**config.mk**
```make
export PLATFORM = sky130hd
export DESIGN_NAME = btn_conditioner
export DESIGN_NICKNAME = d
export VERILOG_FILES = /design/src/rtl/btn_conditioner.sv
export SDC_FILE = /design/constraint.sdc
export NUM_CORES = 1
export LEC_CHECK = 0
export BUFFER_PORTS_ARGS = -buffer_cell sky130_fd_sc_hd__buf_2
export CAP_MARGIN = 5
export CORE_MARGIN = 5
export CORE_UTILIZATION = 30
export CTS_CLUSTER_DIAMETER = 100
export DETAILED_ROUTE_END_ITERATION = 8
export GPL_ROUTABILITY_DRIVEN = 0
export PLACE_DENSITY = 0.48
export SLEW_MARGIN = 5
export SYNTH_ARGS = -nofsm -noshare
export SYNTH_HDL_FRONTEND = slang
export SYNTH_SLANG_ARGS = --single-unit
export TNS_END_PERCENT = 5
```
**constraint.sdc**
```tcl
create_clock -name clk -period 1.7 [get_ports clk]
set_input_delay 0 -clock clk [delete_from_list [all_inputs] [get_ports clk]]
set_output_delay 0 -clock clk [all_outputs]
set_load 0.03 [all_outputs]
```
**src/rtl/btn_conditioner.sv**
```systemverilog
// -----------------------------------------------------------------------------
// btn_conditioner
//   Conditions N_BTN raw push-button pins for the counter top-level. Each pin
//   is polarity-corrected, passed through a 2-flop synchronizer and debounced.
//   For each button the block produces four outputs: a clean level, a one-cycle
//   press pulse, a one-cycle release pulse, and a toggle that flips on each
//   press.
//
//   Optional feature: define BTN_AUTOREPEAT_EN to emit extra press pulses while
//   a button is held. The first extra pulse comes REPEAT_DELAY_MS after the
//   genuine press, and further pulses follow every REPEAT_RATE_MS. Repeat
//   pulses never change toggle. When the macro is not defined, no repeat logic
//   exists.
//
// Ports
//   clk       in   main clock
//   reset     in   asynchronous reset, active-high
//   btn_raw   in   [N_BTN] raw asynchronous button pins
//   level     out  [N_BTN] debounced state, 1 = pressed
//   press     out  [N_BTN] one-cycle pulse per press (plus repeats if enabled)
//   released  out  [N_BTN] one-cycle pulse per release. "release" is a
//                          reserved word, so the port carries this name.
//   toggle    out  [N_BTN] flips on each genuine press
// -----------------------------------------------------------------------------

// Logic for one button: synchronizer, debounce counter, edge pulses, toggle
// and the optional repeat counter.
module btn_lane #(
    parameter int DB_TICKS    = 4,
    parameter bit TOGGLE_INIT = 1'b0,
    parameter int RPT_DLY     = 10,
    parameter int RPT_RATE    = 5
) (
    input  logic clk,
    input  logic reset,
    input  logic pin,        // already polarity-corrected, 1 = pressed
    output logic level,
    output logic press,
    output logic released,
    output logic toggle
);
    localparam int CW_RAW = $clog2(DB_TICKS + 1);
    localparam int CW     = (CW_RAW < 1) ? 1 : CW_RAW;

    logic [1:0]    sync;
    logic          s;
    logic [CW-1:0] cnt;
    logic          commit;
    logic          rpt_fire;

    always_ff @(posedge clk or posedge reset) begin
        if (reset) sync <= '0;
        else       sync <= {sync[0], pin};
    end
    assign s = sync[1];

    // The window completes on the DB_TICKS-th consecutive edge with s != level.
    assign commit = (s != level) && (cnt == CW'(DB_TICKS - 1));

`ifdef BTN_AUTOREPEAT_EN
    localparam int RMAX   = (RPT_DLY > RPT_RATE) ? RPT_DLY : RPT_RATE;
    localparam int RW_RAW = $clog2(RMAX + 1);
    localparam int RW     = (RW_RAW < 1) ? 1 : RW_RAW;

    logic [RW-1:0] rpt_cnt;
    logic          rpt_first;

    // rpt_cnt holds the number of cycles elapsed since the last press pulse.
    // The first repeat waits RPT_DLY cycles. Each later repeat waits RPT_RATE.
    assign rpt_fire = level && !commit &&
                      (rpt_cnt == (rpt_first ? RW'(RPT_DLY - 1) : RW'(RPT_RATE - 1)));

    always_ff @(posedge clk or posedge reset) begin
        if (reset) begin
            rpt_cnt   <= '0;
            rpt_first <= 1'b1;
        end else if (!level || commit) begin
            rpt_cnt   <= '0;
            rpt_first <= 1'b1;
        end else if (rpt_fire) begin
            rpt_cnt   <= '0;
            rpt_first <= 1'b0;
        end else begin
            rpt_cnt   <= rpt_cnt + 1'b1;
        end
    end
`else
    logic [31:0] unused_rpt;
    assign unused_rpt = RPT_DLY ^ RPT_RATE;
    assign rpt_fire   = 1'b0;
`endif

    always_ff @(posedge clk or posedge reset) begin
        if (reset) begin
            cnt      <= '0;
            level    <= 1'b0;
            press    <= 1'b0;
            released <= 1'b0;
            toggle   <= TOGGLE_INIT;
        end else begin
            press    <= rpt_fire;
            released <= 1'b0;
            if (s == level) begin
                cnt <= '0;
            end else if (commit) begin
                cnt   <= '0;
                level <= s;
                if (s) begin
                    press  <= 1'b1;
                    toggle <= ~toggle;
                end else begin
                    released <= 1'b1;
                end
            end else begin
                cnt <= cnt + 1'b1;
            end
        end
    end
endmodule

module btn_conditioner #(
    parameter int               N_BTN           = 2,
    parameter int               F_CLK_HZ        = 25_000_000,
    parameter int               DEBOUNCE_MS     = 20,
    parameter bit               ACTIVE_LOW      = 1'b0,
    parameter logic [N_BTN-1:0] TOGGLE_INIT     = '0,
    parameter int               REPEAT_DELAY_MS = 500,
    parameter int               REPEAT_RATE_MS  = 100
) (
    input  logic             clk,
    input  logic             reset,
    input  logic [N_BTN-1:0] btn_raw,
    output logic [N_BTN-1:0] level,
    output logic [N_BTN-1:0] press,
    output logic [N_BTN-1:0] released,
    output logic [N_BTN-1:0] toggle
);
    localparam int TPMS     = F_CLK_HZ / 1000;
    localparam int DB_RAW   = TPMS * DEBOUNCE_MS;
    localparam int DB_TICKS = (DB_RAW < 1) ? 1 : DB_RAW;
    localparam int RD_RAW   = TPMS * REPEAT_DELAY_MS;
    localparam int RR_RAW   = TPMS * REPEAT_RATE_MS;
    localparam int RD_TICKS = (RD_RAW < 1) ? 1 : RD_RAW;
    localparam int RR_TICKS = (RR_RAW < 1) ? 1 : RR_RAW;

    // Inverting before the synchronizer keeps everything downstream active-high.
    logic [N_BTN-1:0] pin;
    assign pin = ACTIVE_LOW ? ~btn_raw : btn_raw;

    for (genvar i = 0; i < N_BTN; i++) begin : g_lane
        btn_lane #(
            .DB_TICKS   (DB_TICKS),
            .TOGGLE_INIT(TOGGLE_INIT[i]),
            .RPT_DLY    (RD_TICKS),
            .RPT_RATE   (RR_TICKS)
        ) u_lane (
            .clk     (clk),
            .reset   (reset),
            .pin     (pin[i]),
            .level   (level[i]),
            .press   (press[i]),
            .released(released[i]),
            .toggle  (toggle[i])
        );
    end
endmodule

```
* Yosys cells after proc, flatten, opt, wreduce, memory -nomap -nowiden
Index checks and enable logic that the tools add are counted.
Storage, ports and cells: input port bits 4, register bits after elaboration 50, logic and storage cells 46
Cells by class: $add $sub $neg 2, equal/unequal tests 6, multiplexer cells 16, bitwise operators 4, reduce and logical (&&, ||, !) cells 6
Operators by type and width (number):
- 19-bit two-way mux | 4
- 19-bit by 1-bit adder with 19-bit output, second input constant | 2
- 19-bit equality test, second input constant | 2
- 1-bit two-way mux | 12
- 3-bit AND reduction | 2
- 1-bit inverter | 4
- 2-bit AND reduction | 2
- 1-bit equality test | 2
- 1-bit logical AND | 2
- 1-bit inequality test | 2

* Depth between registers and ports, before layout
Gate-level depths: netlist of the first run.
depth after elaboration 4, depth in mapped cells 6

* Hierarchy
From an unflattened synthesis of the first run, not the netlist that was laid out.
Unflattened totals: cell total of the unflattened synthesis 234, area total of the unflattened synthesis 2369.8 um^2
Modules (own cells, without submodules):
- btn_lane | instances 2, cells an instance 117, area an instance 1184.9 um^2

* Worst setup path after synthesis of the first run
No wires, ideal clock.
path kind reg2reg, start point register g_lane[1].u_lane.cnt[0], end point register g_lane[1].u_lane.cnt[18], data arrival time 1.684 ns, stages on the path, launching flop included 6, path slack -0.061 ns, required time 1.622 ns, cells stage by stage dfrtp_1 -> ha_1 -> nand3_2 -> or4_4 -> or3_1 -> a21oi_1
On the way: cells in the longest elaborated chain, start to end 4, elaborated cells between the ends (all ways) 5
Ends and longest elaborated chain:
- start, declared | line 47 | logic [CW-1:0] cnt;
- start signal, assigned | line 115 | cnt <= cnt + 1'b1;
- branches (longest 2 deep; another with 19-bit by 1-bit adder with 19-bit output)
- 19-bit two-way mux * | line 105 | end else if (commit) begin
- 19-bit two-way mux * | line 103 | if (s == level) begin
Every way passes the cells marked *. A chain may end at the register's enable or synchronous reset.

* Worst setup path after layout of the first run
start point register g_lane[1].u_lane.cnt[0], end point register g_lane[1].u_lane.cnt[16]
The elaborated chain is that of the path after synthesis.

==> results.md, run 1 <==
Logic synthesis:
- The synthesized netlist devotes 25.69% of its cell area to simple gates.
- In the synthesized netlist, the cells that appear most often are sky130_fd_sc_hd__dfrtp_1 (50), sky130_fd_sc_hd__nor2_1 (41), sky130_fd_sc_hd__xnor2_1 (24).
- The share of the yosys chip area belonging to registers is 52.00%.
- The cell taking the most area after synthesis is sky130_fd_sc_hd__dfrtp_1.
- After synthesis, the largest area contributor takes up 52.00% of total cell area.
- The post-synthesis async set-or-reset flop share is 100.0%.
- The post-synthesis cell area is 2406 sq um.
- Of the post-synthesis cell area, the part taken by muxes is 1.352%.
- After technology mapping, the gate count stands at 239.
- The average instance area after synthesis is 10.07 sq um.
- Counting every net in the synthesized netlist gives 245.
- Summing the areas of all compound-gate instances in the mapped netlist gives 3.640% of the synthesized area.
- The parity-gate share of the synthesized area counting xor and xnor cells is 11.65%.
- By area the synthesized netlist is led by sky130_fd_sc_hd__dfrtp_1 (52%), sky130_fd_sc_hd__xnor2_1 (8.7%), sky130_fd_sc_hd__nor2_1 (6.4%), sky130_fd_sc_hd__xor2_1 (2.9%), sky130_fd_sc_hd__nand4_1 (2.9%).
- The cell with the most instances after synthesis is sky130_fd_sc_hd__dfrtp_1.
- The count of flip-flops with a built-in enable after synthesis is 0.
- In the synthesized netlist the dominant register cell turns out to be sky130_fd_sc_hd__dfrtp_1.
- The number of distinct library cells after synthesis is 36.
- During synthesis, Yosys emitted a total of 0 warnings.
- The post-synthesis adder-cell area fraction is 1.040%.
- The largest family of logic cells by synthesized area is simple AND/OR/NAND/NOR gates.
- Synthesis inferred 50 register bits.

Floorplan:
- The floorplan step set the die height to 99.56 microns.
- The floorplan has 32 rows.
- The total I/O pin count is 12.
- The initial utilization of the core area, before any placement, comes to 30.98%.
- In this run the horizontal extent of the chip is 99.56 microns.
- The core outline area is 7767 sq um.
- The die covers 9911 sq um.

Placement:
- The count of buffers added on input and output ports is 11.
- Detailed placement finished with a half-perimeter wire length of 3531 microns.

Setup path:
- The arrival time at the worst endpoint is 1.89 ns.
- The largest stage delay on the critical path is 0.43 ns.
- STA puts the critical path data required time at 1.93 ns.
- The minimum setup slack among reg-to-reg paths is 0.04 ns.
- The type of destination of the critical path is a flop.
- The endpoint identified for the worst register-to-register timing path is g_lane[1].u_lane.cnt[16]$_DFF_PP0_.
- The worst register-to-register path has a depth of 5.
- The buffer and inverter count on the worst path is 0.
- Along the worst path, the maximum fanout reaches 4.
- On the critical path the largest part of the delay comes from simple AND/OR/NAND/NOR gates.
- The type of origin of the critical path is a flop.
- The critical path is of the flop to flop type.
- In this run the critical register-to-register path is launched from g_lane[1].u_lane.cnt[0]$_DFF_PP0_.
- The signal on the critical path passes through ha_4 > nand3_4 > or4_4 > or3_1 > a21oi_2.
- The slowest library cell on the worst path is sky130_fd_sc_hd__dfrtp_1.

Power:
- The worst IR drop on VDD is 0.0003204 V.
- Of the total power, the share spent switching nets is 20.07%.
- Per report_power, the combinational group accounts for 4.1% of the total.
- The cell-internal power is 1.872 mW.
- The total power divided by cell area is 788.7 nW/um^2.
- Sequential cells account for 52.2% of the total power.
- The total chip power is 2.342 mW.
- For this design the total switching power over the nets is 0.4699 mW.
- Of the total power, the clock network draws 43.8%.
- For this design the static power due to leakage is 1.242 nW.

Layout:
- The share of post-route cells with drive strength above 1 is 22.42%.
- Fill cells in the final layout number 785.
- The post-synthesis to final-layout area growth is 23.40%.
- The total number of nets in the final design is 286.
- The repair_antennas step left the layout with diodes totalling 0.

Global routing:
- The total track usage is 10.62%.
- The first-pass GRT wire length is 8535 microns.
- Entering global routing, the biggest net connects 25 pins.
- For this run, global-route usage on met2 was measured as 15.13%.
- Global routing used 2.595% of the available met3 tracks.
- The number of antenna violations at the first check in global routing came to 0.
- The total congestion overflow after global routing is 0.
- The busiest layer in global routing is met1.
- The via count of the first global-routing pass is 1756.
- For this run, global-route usage on met1 was measured as 15.81%.

Detailed routing:
- For this block, the routed nets add up to 4855 microns of wire.
- The first detailed-routing pass ran for 4 iterations.
- After detailed routing, the number of remaining DRC violations is 0.
- The via count normalized by instance count is 4.608.
- The number of violations reported at the end of detailed-routing iteration 0 is 67.
- The detail route stage leaves a number of antenna-violating nets equal to 0.
- Summing over every cut layer, the via total after detailed routing is 1765.
- After detailed routing, the average wire length per cell comes to 12.68 microns.

Timing:
- The number of endpoints failing setup at the final stage is 0.
- Across the routed clock network, the largest skew measured is 0.004514 ns.
- Static timing analysis puts the maximum clock frequency at 603.6 MHz.
- Headroom to the max-slew limit came out at 63.88%.
- The hold violation total from the final report is 0.
- Setup repair after global routing could not meet its margin everywhere.
- The accumulated negative setup slack is 0 ns.
- The minimum clock period after layout is 1.657 ns.
- The pin slew with the least headroom to its limit is 0.5410 ns.
- The max-slew violation count is 0.
- In the finished design, the share of the clock period the worst path needs comes to 97.46%.

CTS:
- The H-tree generated during clock tree synthesis spans 2 levels.
- The number of setup buffers added after CTS is 0.
- The clock sink total is 50.
- The library cell used as clock root buffer is sky130_fd_sc_hd__clkbuf_8.
- Clock tree synthesis inserted a total of 5 buffers.
- No sink is reached through more buffers than the 2 on the longest clock path.
- The clock latency on the worst-skew pair is 0.30 ns.
- TritonCTS built the clock tree.
- Clock-pin slew was measured on the worst setup and hold paths at 0.09 ns.

Run:
- The count of max-cap constraint violations is 0.

Min path:
- The min-delay analysis places its worst path in the category primary input to asynchronous set/reset pin.

Status:
- The flow ran to the end, and the final reports show no timing, DRC or antenna violations.
[cells in the final DEF (no fill, tap or decap), types with 2 or more instances in the layout]
cell,netlist,routed
sky130_fd_sc_hd__or3_1,3,3
sky130_fd_sc_hd__nand3_1,11,11
sky130_fd_sc_hd__nor4_1,10,10
sky130_fd_sc_hd__buf_4,8,30
sky130_fd_sc_hd__xor2_1,8,8
sky130_fd_sc_hd__nor4b_2,0,2
sky130_fd_sc_hd__dfrtp_1,50,50
sky130_fd_sc_hd__nor3_1,11,11
sky130_fd_sc_hd__buf_2,2,11
sky130_fd_sc_hd__nand2_1,7,7
sky130_fd_sc_hd__xnor2_1,24,24
sky130_fd_sc_hd__inv_1,10,9
sky130_fd_sc_hd__nor4bb_1,2,2
sky130_fd_sc_hd__nor2_1,41,41
sky130_fd_sc_hd__mux2_2,2,2
sky130_fd_sc_hd__nand2b_1,2,2
sky130_fd_sc_hd__o21ai_0,4,4
sky130_fd_sc_hd__a21oi_1,6,5
sky130_fd_sc_hd__bufinv_16,0,2
sky130_fd_sc_hd__dlygate4sd3_1,0,3
sky130_fd_sc_hd__and3_1,6,6
sky130_fd_sc_hd__clkbuf_8,0,6
sky130_fd_sc_hd__nor3b_1,2,2
sky130_fd_sc_hd__nand4_1,11,11
[power groups by stage]
stage | clock, mW | combinational, mW | sequential, mW
after floorplan | 0 | 0.0510 | 1.24
after global placement | 0 | 0.0940 | 1.25
after detailed placement | 0 | 0.0936 | 1.25
after CTS | 1.07 | 0.0990 | 1.22
after global routing | 1.11 | 0.110 | 1.22
final | 1.02 | 0.0950 | 1.22
[per-layer routing]
metal	up-vias	share of wire [%]
met5	-	0
met4	0	1.3
met3	5	3.0
met2	21	43
met1	836	53
li1	903	-
[metrics by stage]
step           hold slack (ns)  cell area, sq um  utilization [%]  cells  setup WS [ns]
6_report                0.2839              2969            38.22    383        0.04317
5_1_grt                 0.3266              2969            38.22    383       -0.06815
4_1_cts                 0.3016              2953            38.02    383      0.0008678
3_5_place_dp           0.08518              2780            35.79    372        0.01342
3_3_place_gp           0.08054              2780            35.79    372        0.05960
2_1_floorplan          0.03143              2426                -    239        0.09680
[cell families (layout without fill, tap and decap cells)]
family                     after synthesis  in the layout
buffers and inverters                   21             63
and+or+nand+nor                        116            116
AOI/OAI and AO/OA                       15             15
muxes                                    3              3
xor gates and xnor gates                32             32
DFF                                     50             50
adders and majority gates                2              2
[how the worst max path moves through the flow]
stage                                             from                            endpoint  slack (ns)  cells after the start
floorplan            g_lane[0].u_lane.cnt[0]$_DFF_PP0_  g_lane[0].u_lane.cnt[10]$_DFF_PP0_         0.1                      6
global placement     g_lane[0].u_lane.cnt[1]$_DFF_PP0_  g_lane[0].u_lane.level$_DFFE_PP0P_        0.06                      5
detailed placement  g_lane[1].u_lane.cnt[10]$_DFF_PP0_  g_lane[1].u_lane.level$_DFFE_PP0P_        0.01                      4
CTS                 g_lane[1].u_lane.cnt[10]$_DFF_PP0_  g_lane[1].u_lane.level$_DFFE_PP0P_      0.0009                      4
global route         g_lane[0].u_lane.cnt[8]$_DFF_PP0_  g_lane[0].u_lane.cnt[18]$_DFF_PP0_       -0.07                      4
finish               g_lane[1].u_lane.cnt[0]$_DFF_PP0_  g_lane[1].u_lane.cnt[16]$_DFF_PP0_        0.04                      5
[worst reg2reg max path, stage by stage, from the launching register on]
cell and delay, ns:
sky130_fd_sc_hd__dfrtp_1 0.43, sky130_fd_sc_hd__ha_4 0.18, sky130_fd_sc_hd__nand3_4 0.08, sky130_fd_sc_hd__or4_4 0.43, sky130_fd_sc_hd__or3_1 0.34, sky130_fd_sc_hd__a21oi_2 0.13
[final cells by class]
type,instances,area [sq um],area share (%)
flip-flops and latches,50,1251,42.14
multi-input cells,168,1080,36.37
repair buffers,45,330.3,11.13
well taps,102,127.6,4.298
clock buffers,6,82.58,2.781
clock inverters,2,60.06,2.023
inverters,10,37.54,1.264
[state kept, by name, indices dropped and copies added (netlist names)]
signal	flops
g_lane.u_lane.released	2
g_lane.u_lane.cnt	38
g_lane.u_lane.sync	4
g_lane.u_lane.toggle	2
g_lane.u_lane.press	2
g_lane.u_lane.level	2
[timing repair]
action | CTS | global route
gates cloned | 0 | 0
endpoints found under the hold margin | 24 | 0
gates resized for setup | 0 | 3
hold buffers | 3 | 0
pin swaps | 1 | 2
endpoints found under the setup margin | 1 | 34
Note: power is estimated with default switching activity, not from simulation.
==> inputs of run 2 (changes only) <==
--- a/config.mk
+++ b/config.mk
@@ -16,5 +16,6 @@
 export SLEW_MARGIN = 5
 export SYNTH_ARGS = -nofsm -noshare
 export SYNTH_HDL_FRONTEND = slang
+export SYNTH_HIERARCHICAL = 1
 export SYNTH_SLANG_ARGS = --single-unit
 export TNS_END_PERCENT = 5
==> results.md, run 2 <==
Status:
- The run finished, with violations left.
- The final reports fail on setup timing.

Power:
- The total power divided by cell area came to 706.7 nW/um^2 (-10%).
- The worst IR drop on VDD is 0.0002533 V (-21%).
- The standby leakage power came to 1.298 nW (+4.5%).

Detailed routing:
- The number of violations reported at the end of detailed-routing iteration 0 is 62 (-7.5%).
- The number of nets still failing antenna checks after routing is 0 (unchanged).
- The routed length per placed instance is 12.05 microns (-5.0%).
- The via count normalized by instance count is 4.579 (-0.65%).
- The number of vias in the routed layout came to 1836 (+4.0%).
- The post-detailed-routing wire length is 4831 microns (-0.49%).
- The first-pass iteration count of the detailed router is 7 (+3).
- The number of remaining DRC errors is 0 (unchanged).

Floorplan:
- The total I/O pin count was 12 (unchanged).
- The die height is 98.88 microns (-0.68%).
- The core outline area is 7727 sq um (-0.52%).
- The effective utilization at floorplan was 30.67% (-0.31 points).
- The die area is 9776 sq um (-1.4%).
- The count of standard-cell rows is 32 (unchanged).
- The width of the chip came to 98.88 microns (-0.68%).

Setup path:
- The class of the most critical setup path is flop to flop.
- The data required time of the worst path is 1.89 ns (-0.04 ns).
- The largest fanout of any net on the critical path came to 17 (+13).
- The worst setup path is captured at a flop.
- The type of origin of the critical path is a flop.
- The arrival time at the worst endpoint came to 2.10 ns (+0.21 ns).

CTS:
- The clock latency on the worst-skew pair is 0.31 ns (about the same).
- The clock transition at the register clock pins on the worst setup and hold paths after CTS was 0.09 ns (about the same).
- The number of buffers created by CTS is 5 (unchanged).
- The level count of the clock H-tree is 2 (unchanged).
- The clock sink total came to 50 (unchanged).
- TritonCTS built the clock tree.
- The maximum count of clock buffers along a single path is 2 (unchanged).
- CTS placed an instance of sky130_fd_sc_hd__clkbuf_8 at the clock tree root.

Logic synthesis:
- The number of distinct library cells after synthesis came to 23 (-36%).
- The cell count after synthesis came to 234 (-2.1%).
- The share of the yosys chip area belonging to registers is 52.80% (+0.80 points).
- The share of the synthesized area in the top cell type is 52.80% (+0.80 points).
- The count of flip-flops with a built-in enable after synthesis came to 0 (unchanged).
- The post-synthesis register bit count is 50 (unchanged).
- The post-synthesis async set-or-reset flop share is 100.0% (unchanged).
- The most instantiated flip-flop cell in the synthesis netlist is sky130_fd_sc_hd__dfrtp_1.
- By count the netlist is led by sky130_fd_sc_hd__dfrtp_1 (50), sky130_fd_sc_hd__nor2_1 (50), sky130_fd_sc_hd__xnor2_1 (22).
- The total of warnings raised by yosys is 6 (+6).
- Of all cell types, the one taking the most synthesized area is sky130_fd_sc_hd__dfrtp_1.
- The synthesized net count is 242 (-1.2%).
- The post-synthesis cell area came to 2370 sq um (-1.5%).
- The average instance area after synthesis is 10.13 sq um (+0.60%).
- In the post-synthesis netlist, the biggest area contributors are sky130_fd_sc_hd__dfrtp_1 (53%), sky130_fd_sc_hd__xnor2_1 (8.1%), sky130_fd_sc_hd__nor2_1 (7.9%), sky130_fd_sc_hd__xor2_1 (3.7%), sky130_fd_sc_hd__nand4_1 (3.2%).

Timing:
- The final worst setup slack is -0.2084 ns (-0.2516 ns).
- The ratio of final minimum period to clock period is 112.3% (+15 points).
- Setup repair after global routing could not meet its margin everywhere.
- The achievable clock frequency is 524.0 MHz (-13%).
- The maximum clock skew at final layout was 0.006480 ns (+0.001965 ns).
- The hold violation total from the final report is 0 (unchanged).
- The accumulated negative setup slack is -7.271 ns (-7.271 ns).
- The max-slew violation count is 0 (unchanged).
- The normalized max-slew margin is 76.68% (+13 points).
- The minimum clock period after layout was 1.908 ns (+0.2516 ns).
- The pin slew with the least headroom to its limit came to 0.3466 ns (-0.1944 ns).
- The worst hold margin is 0.2860 ns (+0.002073 ns).
- The number of endpoints failing setup at the final stage came to 40 (+40).

Layout:
- The flip-flop count of the largest register, all copies and words added is 38 (unchanged).
- From synthesis to final layout, the design area changed by 29.78%.
- The library cell used most frequently in the layout, excluding fill and tap cells, is sky130_fd_sc_hd__nor2_1.
- In the layout the commonest cells are sky130_fd_sc_hd__nor2_1 (50), sky130_fd_sc_hd__dfrtp_1 (48), sky130_fd_sc_hd__buf_4 (43), sky130_fd_sc_hd__xnor2_1 (22), sky130_fd_sc_hd__nand3_1 (14).
- The largest register by flop count is g_lane.u_lane/cnt.
- The antenna cell count is 0 (unchanged).
- The final core area utilization is 39.80% (+1.6 points).
- The number of fill cells came to 756 (-3.7%).
- The total number of nets in the final design is 306 (+7.0%).
- The largest registers in the layout are g_lane.u_lane/cnt (38), g_lane.u_lane/sync (4).
- The share of post-route cells with drive strength above 1 is 25.42% (+3.0 points).

Global routing:
- The number of antenna violations at the first check in global routing is 0 (unchanged).
- The first-pass GRT wire length is 8349 microns (-2.2%).
- The total congestion overflow after global routing came to 0 (unchanged).
- The largest net degree at the start of global routing is 26 (+4.0%).
- The total track usage is 10.48% (-0.15 points).
- The via count of the first global-routing pass was 1797 (+2.3%).

Placement:
- The half-perimeter wire length after detailed placement is 3468 microns (-1.8%).
- The count of buffers from port buffering came to 11 (unchanged).

Run:
- The count of max-cap constraint violations is 0 (unchanged).

Min path:
- The path class of the lowest-slack min-delay path is primary input to asynchronous set/reset pin.
==> run 2: power by group <==
part           switching (mW)  internal, mW  total (mW)
clock network           0.389         0.441       0.830
registers              0.0103          1.20        1.21
logic                  0.0672        0.0615       0.129
total                   0.467          1.71        2.17
==> run 2: worst paths after layout <==
path	start	slack (ns)	end	cells after the start
hold / removal	reset	0.29	g_lane[0].u_lane/released$_DFF_PP0_	4
min in group clk	btn_raw[1]	0.34	g_lane[1].u_lane/sync[0]$_DFF_PP0_	2
setup / recovery	g_lane[1].u_lane/sync[1]$_DFF_PP0_	-0.21	g_lane[1].u_lane/cnt[18]$_DFF_PP0_	6
max in group asynchronous	reset	1.14	g_lane[1].u_lane/level$_DFFE_PP0P_	4
hold reg to reg	g_lane[0].u_lane/sync[0]$_DFF_PP0_	0.36	g_lane[0].u_lane/sync[1]$_DFF_PP0_	0
setup reg to reg	g_lane[1].u_lane/sync[1]$_DFF_PP0_	-0.21	g_lane[1].u_lane/cnt[18]$_DFF_PP0_	6
==> run 2: cells by family after synthesis <==
family | count (synthesis) | synth area share, %
AO/OA/AOI/OAI | 12 | 3.696
XOR/XNOR | 32 | 11.83
adder cells (fa/ha/maj) | 4 | 2.112
buffers and inverters | 16 | 3.168
flip-flops | 50 | 52.80
multiplexers | 2 | 0.8448
AND/OR/NAND/NOR | 118 | 25.55
==> run 2: area by class of cell <==
class | count | area, sq um | area share (%)
multi-input cells | 168 | 1087 | 35.35
flip-flops and latches | 50 | 1254 | 40.76
clock inverters | 1 | 30.03 | 0.9764
repair buffers | 59 | 447.9 | 14.56
clock buffers | 7 | 76.32 | 2.482
inverters | 14 | 52.55 | 1.709
well taps | 102 | 127.6 | 4.150
==> run 2: stage by stage <==
| step | power (mW) | instances | setup slack, ns | area, sq um |
|---|---|---|---|---|
| detailed placement | 1.367 | 390 | -0.2037 | 2920 |
| CTS | 2.213 | 401 | -0.2219 | 3069 |
| finish | 2.174 | 401 | -0.2084 | 3075 |
| floorplan | 1.304 | 234 | -0.2808 | 2397 |
| global route | 2.268 | 401 | -0.3012 | 3075 |
| global placement | 1.363 | 390 | -0.2119 | 2920 |
==> run 2: critical path, stage by stage, from the launching register on <==
cell                       delay, ns
sky130_fd_sc_hd__dfrtp_1        0.42
sky130_fd_sc_hd__ha_4           0.25
sky130_fd_sc_hd__nand3b_1       0.17
sky130_fd_sc_hd__or4_4          0.59
sky130_fd_sc_hd__o21bai_4       0.16
sky130_fd_sc_hd__buf_12         0.16
sky130_fd_sc_hd__a21oi_1        0.05
==> run 2: timing repair <==
item | in CTS | in global routing
pin swaps | 1 | 0
endpoints found under the hold margin | 52 | 0
setup buffers | 0 | 0
gates resized for setup | 5 | 1
endpoints found under the setup margin | 40 | 42
hold buffers | 3 | 0
==> run 2: layer usage <==
metal | vias to the layer above | share of wire (%) | GRT usage [%]
li1 | 932 | - | -
met1 | 866 | 51 | 14.27
met2 | 32 | 43 | 15.81
met3 | 6 | 4.2 | 2.831
met4 | 0 | 1.8 | 4.097
met5 | - | 0 | 0
==> inputs of run 3 (changes only) <==
--- a/config.mk
+++ b/config.mk
@@ -5,6 +5,7 @@
 export SDC_FILE = /design/constraint.sdc
 export NUM_CORES = 1
 export LEC_CHECK = 0
+export ABC_AREA = 1
 export BUFFER_PORTS_ARGS = -buffer_cell sky130_fd_sc_hd__buf_2
 export CAP_MARGIN = 5
 export CORE_MARGIN = 5
==> results.md, run 3 <==
Power:
- The total power divided by cell area came to 730.2 nW/um^2 (+3.3%).
- The worst IR drop on VDD is 0.0002912 V (+15%).
- The standby leakage power was 1.297 nW (about the same).

CTS:
- The clock sink total is 50 (unchanged).
- The clock transition at the register clock pins on the worst setup and hold paths after CTS was 0.10 ns (about the same).
- The library cell used as clock root buffer is sky130_fd_sc_hd__clkbuf_8.
- TritonCTS built the clock tree.
- The number of buffers created by CTS came to 5 (unchanged).
- The maximum count of clock buffers along a single path was 2 (unchanged).
- The level count of the clock H-tree is 2 (unchanged).
- The clock latency on the worst-skew pair is 0.31 ns (about the same).

Logic synthesis:
- The cell count after synthesis is 322 (+38%).
- In the post-synthesis netlist, the cell with the most instances is sky130_fd_sc_hd__nor2_1.
- The post-synthesis cell area was 2615 sq um (+10%).
- In the synthesized netlist the dominant register cell turns out to be sky130_fd_sc_hd__dfrtp_1.
- The average instance area after synthesis is 8.121 sq um (-20%).
- The total of warnings raised by yosys is 6 (unchanged).
- The synthesized net count was 330 (+36%).
- Summed over all instances, the cell type with the most area after synthesis is sky130_fd_sc_hd__dfrtp_1.
- The number of distinct library cells after synthesis is 23 (unchanged).
- The post-synthesis register bit count was 50 (unchanged).
- The post-synthesis async set-or-reset flop share was 100.0% (unchanged).
- The count of flip-flops with a built-in enable after synthesis is 0 (unchanged).
- The share of the synthesized area in the top cell type is 47.85% (-5.0 points).
- The commonest cells after synthesis are sky130_fd_sc_hd__nor2_1 (70), sky130_fd_sc_hd__nand2_1 (64), sky130_fd_sc_hd__dfrtp_1 (50).
- By area the synthesized netlist is led by sky130_fd_sc_hd__dfrtp_1 (48%), sky130_fd_sc_hd__nor2_1 (10%), sky130_fd_sc_hd__nand2_1 (9.2%), sky130_fd_sc_hd__inv_1 (5.7%), sky130_fd_sc_hd__nor2_4 (5.2%).
- The share of the yosys chip area belonging to registers came to 47.85% (-5.0 points).

Layout:
- The total number of nets in the final design was 353 (+15%).
- The share of post-route cells with drive strength above 1 is 17.05% (-8.4 points).
- The filler-free cell count of the finished design came to 454 (+13%).
- From synthesis to final layout, the design area changed by 14.16%.
- In the final layout, the registers with the most flip-flops are g_lane.u_lane/cnt (38), g_lane.u_lane/sync (4).
- In the layout the commonest cells are sky130_fd_sc_hd__nor2_1 (68), sky130_fd_sc_hd__nand2_1 (64), sky130_fd_sc_hd__dfrtp_1 (49), sky130_fd_sc_hd__inv_1 (38), sky130_fd_sc_hd__nand3_1 (20).
- The antenna cell count came to 0 (unchanged).
- Ranked by flip-flop count, first place goes to g_lane.u_lane/cnt.
- The final design area excluding fillers is 2985 sq um (-2.9%).
- The flip-flop count of the largest register, all copies and words added is 38 (unchanged).
- The most common cell after layout, fill and taps aside is sky130_fd_sc_hd__nor2_1.

Detailed routing:
- The post-detailed-routing wire length was 5075 microns (+5.1%).
- The first-pass iteration count of the detailed router is 4 (-3).
- The number of violations reported at the end of detailed-routing iteration 0 is 66 (+6.5%).
- The via count normalized by instance count is 4.381 (-4.3%).
- The routed length per placed instance is 11.18 microns (-7.2%).
- The number of vias in the routed layout came to 1989 (+8.3%).
- The number of nets still failing antenna checks after routing was 0 (unchanged).
- The number of remaining DRC errors came to 0 (unchanged).

Setup path:
- The largest fanout of any net on the critical path was 8 (-9).
- The largest stage delay on the critical path is 0.43 ns (-0.16 ns).
- The most frequent cell on the critical path is sky130_fd_sc_hd__nor2_4.
- The worst reg-to-reg path cell count is 9 (+3).
- Walking the worst path, the cells encountered are ha_1 > inv_1 > nand2_1 > nor2_2 > nand3_2 > nor2_4 > nor2_4 > inv_4 > nor2_1.
- The type of destination of the critical path is a flop.
- The data required time of the worst path is 1.90 ns (about the same).
- The arrival time at the worst endpoint is 1.76 ns (-0.34 ns).
- The worst register-to-register path ends at g_lane[1].u_lane/cnt[8]$_DFF_PP0_.
- The buffer and inverter count on the worst path is 2 (+1).
- The slowest library cell on the worst path is sky130_fd_sc_hd__dfrtp_1.
- The minimum setup slack among reg-to-reg paths is 0.14 ns (+0.35 ns).
- The critical path is of the flop to flop type.
- The worst setup path startpoint is g_lane[1].u_lane/sync[1]$_DFF_PP0_.
- The beginning of the worst register-to-register path is g_lane[1].u_lane/sync[1]$_DFF_PP0_.
- The worst setup path is launched from a flop.
- The family of cells with the greatest summed delay on the critical path is simple AND/OR/NAND/NOR gates.

Floorplan:
- The width of the chip is 103.4 microns (+4.5%).
- The die height is 103.4 microns (+4.5%).
- The count of standard-cell rows came to 34 (+6.3%).
- The core outline area is 8593 sq um (+11%).
- The effective utilization at floorplan came to 30.43% (-0.24 points).
- The total I/O pin count was 12 (unchanged).
- The die area is 10680 sq um (+9.3%).

Timing:
- The accumulated negative setup slack is 0 ns (+7.271 ns).
- The pin slew with the least headroom to its limit is 0.3339 ns (-0.01263 ns).
- The maximum clock skew at final layout is 0.01085 ns (+0.004371 ns).
- The achievable clock frequency is 641.1 MHz (+22%).
- The final worst setup slack came to 0.1402 ns (+0.3486 ns).
- The minimum clock period after layout is 1.560 ns (-0.3486 ns).
- The normalized max-slew margin is 77.74% (+1.1 points).
- The hold violation total from the final report is 0 (unchanged).
- The ratio of final minimum period to clock period is 91.75% (-21 points).
- The worst hold margin is 0.2890 ns (+0.002996 ns).
- The number of endpoints failing setup at the final stage is 0 (-100%).
- The max-slew violation count was 0 (unchanged).
- Setup repair after global routing could not meet its margin everywhere.

Global routing:
- The via count of the first global-routing pass came to 1891 (+5.2%).
- The total congestion overflow after global routing is 0 (unchanged).
- The number of antenna violations at the first check in global routing came to 0 (unchanged).
- The first-pass GRT wire length is 8914 microns (+6.8%).
- The total track usage is 10.61% (+0.13 points).
- The largest net degree at the start of global routing came to 26 (unchanged).

Status:
- The flow ran to the end, and the final reports show no timing, DRC or antenna violations.

Placement:
- The half-perimeter wire length after detailed placement is 3735 microns (+7.7%).
- The post-placement worst setup slack is 0.1365 ns (+0.3401 ns).
- The placed cell area came to 2799 sq um (-4.2%).
- The count of buffers from port buffering was 11 (unchanged).
- The number of placed instances with taps included is 441 (+13%).

Min path:
- The path class of the lowest-slack min-delay path is primary input to asynchronous set/reset pin.

Run:
- The count of max-cap constraint violations is 0 (unchanged).
-- run 3: cell count changes after synthesis, sizes merged, moves of 4 or more --
| cell | delta |
|---|---|
| nand2 | +62 |
| nor2 | +36 |
| inv | +30 |
| xnor2 | -20 |
| nor4 | -12 |
| nand3 | +10 |
| nand4 | -8 |
| or4 | -4 |
-- run 3: worst reg2reg max path, cell delays in order (launching register included) --
cell                      delay [ns]
sky130_fd_sc_hd__dfrtp_1        0.43
sky130_fd_sc_hd__ha_1           0.30
sky130_fd_sc_hd__inv_1          0.06
sky130_fd_sc_hd__nand2_1        0.05
sky130_fd_sc_hd__nor2_2         0.09
sky130_fd_sc_hd__nand3_2        0.10
sky130_fd_sc_hd__nor2_4         0.20
sky130_fd_sc_hd__nor2_4         0.10
sky130_fd_sc_hd__inv_4          0.08
sky130_fd_sc_hd__nor2_1         0.04
-- run 3: cells by family after synthesis --
| group | count (synthesis) | synth area share (%) |
|---|---|---|
| fa+ha+maj | 4 | 1.914 |
| buf+inv | 48 | 7.751 |
| xor+xnor | 14 | 4.689 |
| flops | 50 | 47.85 |
| simple gates | 194 | 35.31 |
| compound gates | 12 | 2.488 |
-- run 3: area by class of cell --
class / count / area, sq um
fill: 911 / 5608
tap: 108 / 135.1
sequential: 50 / 1252
timing repair buffer: 20 / 130.1
multi-input combinational: 224 / 1184
inverter: 44 / 167.7
clock inverter: 3 / 47.55
clock buffer: 5 / 68.82
-- run 3: power breakdown --
part	total [mW]	switching (mW)	internal, mW
combinational	0.0942	0.0632	0.0311
sequential	1.22	0.0118	1.20
clock	0.869	0.423	0.447
total	2.18	0.498	1.68
-- run 3: how the worst max path moves through the flow --
stage | endpoint | cells after the start | slack (ns)
floorplan | g_lane[1].u_lane/cnt[5]$_DFF_PP0_ | 11 | -0.05
global placement | g_lane[1].u_lane/cnt[8]$_DFF_PP0_ | 10 | 0.17
detailed placement | g_lane[1].u_lane/cnt[1]$_DFF_PP0_ | 10 | 0.14
CTS | g_lane[0].u_lane/cnt[5]$_DFF_PP0_ | 10 | 0.12
global route | g_lane[0].u_lane/cnt[0]$_DFF_PP0_ | 10 | -0.007
finish | g_lane[1].u_lane/cnt[8]$_DFF_PP0_ | 9 | 0.14
-- run 3: timing repair --
action,in CTS,in global routing
endpoints found under the hold margin,52,0
setup buffers,0,2
resized for setup,0,7
setup endpoints to repair,0,12
hold buffers,3,0
-- run 3: metal layers --
layer | global-route usage, % | wire length (microns) | part of all wire [%]
met1 | 14.83 | 2549 | 50
met2 | 16.03 | 2306 | 45
met3 | 2.414 | 148 | 2.9
met4 | 3.884 | 70 | 1.4
met5 | 0 | 0 | 0
-- run 3: metrics by stage --
stage	total power, mW	utilization (%)
after floorplan	1.301	-
after global placement	1.329	32.57
after detailed placement	1.331	32.57
after CTS	2.226	34.27
after global routing	2.292	34.74
final	2.180	34.74
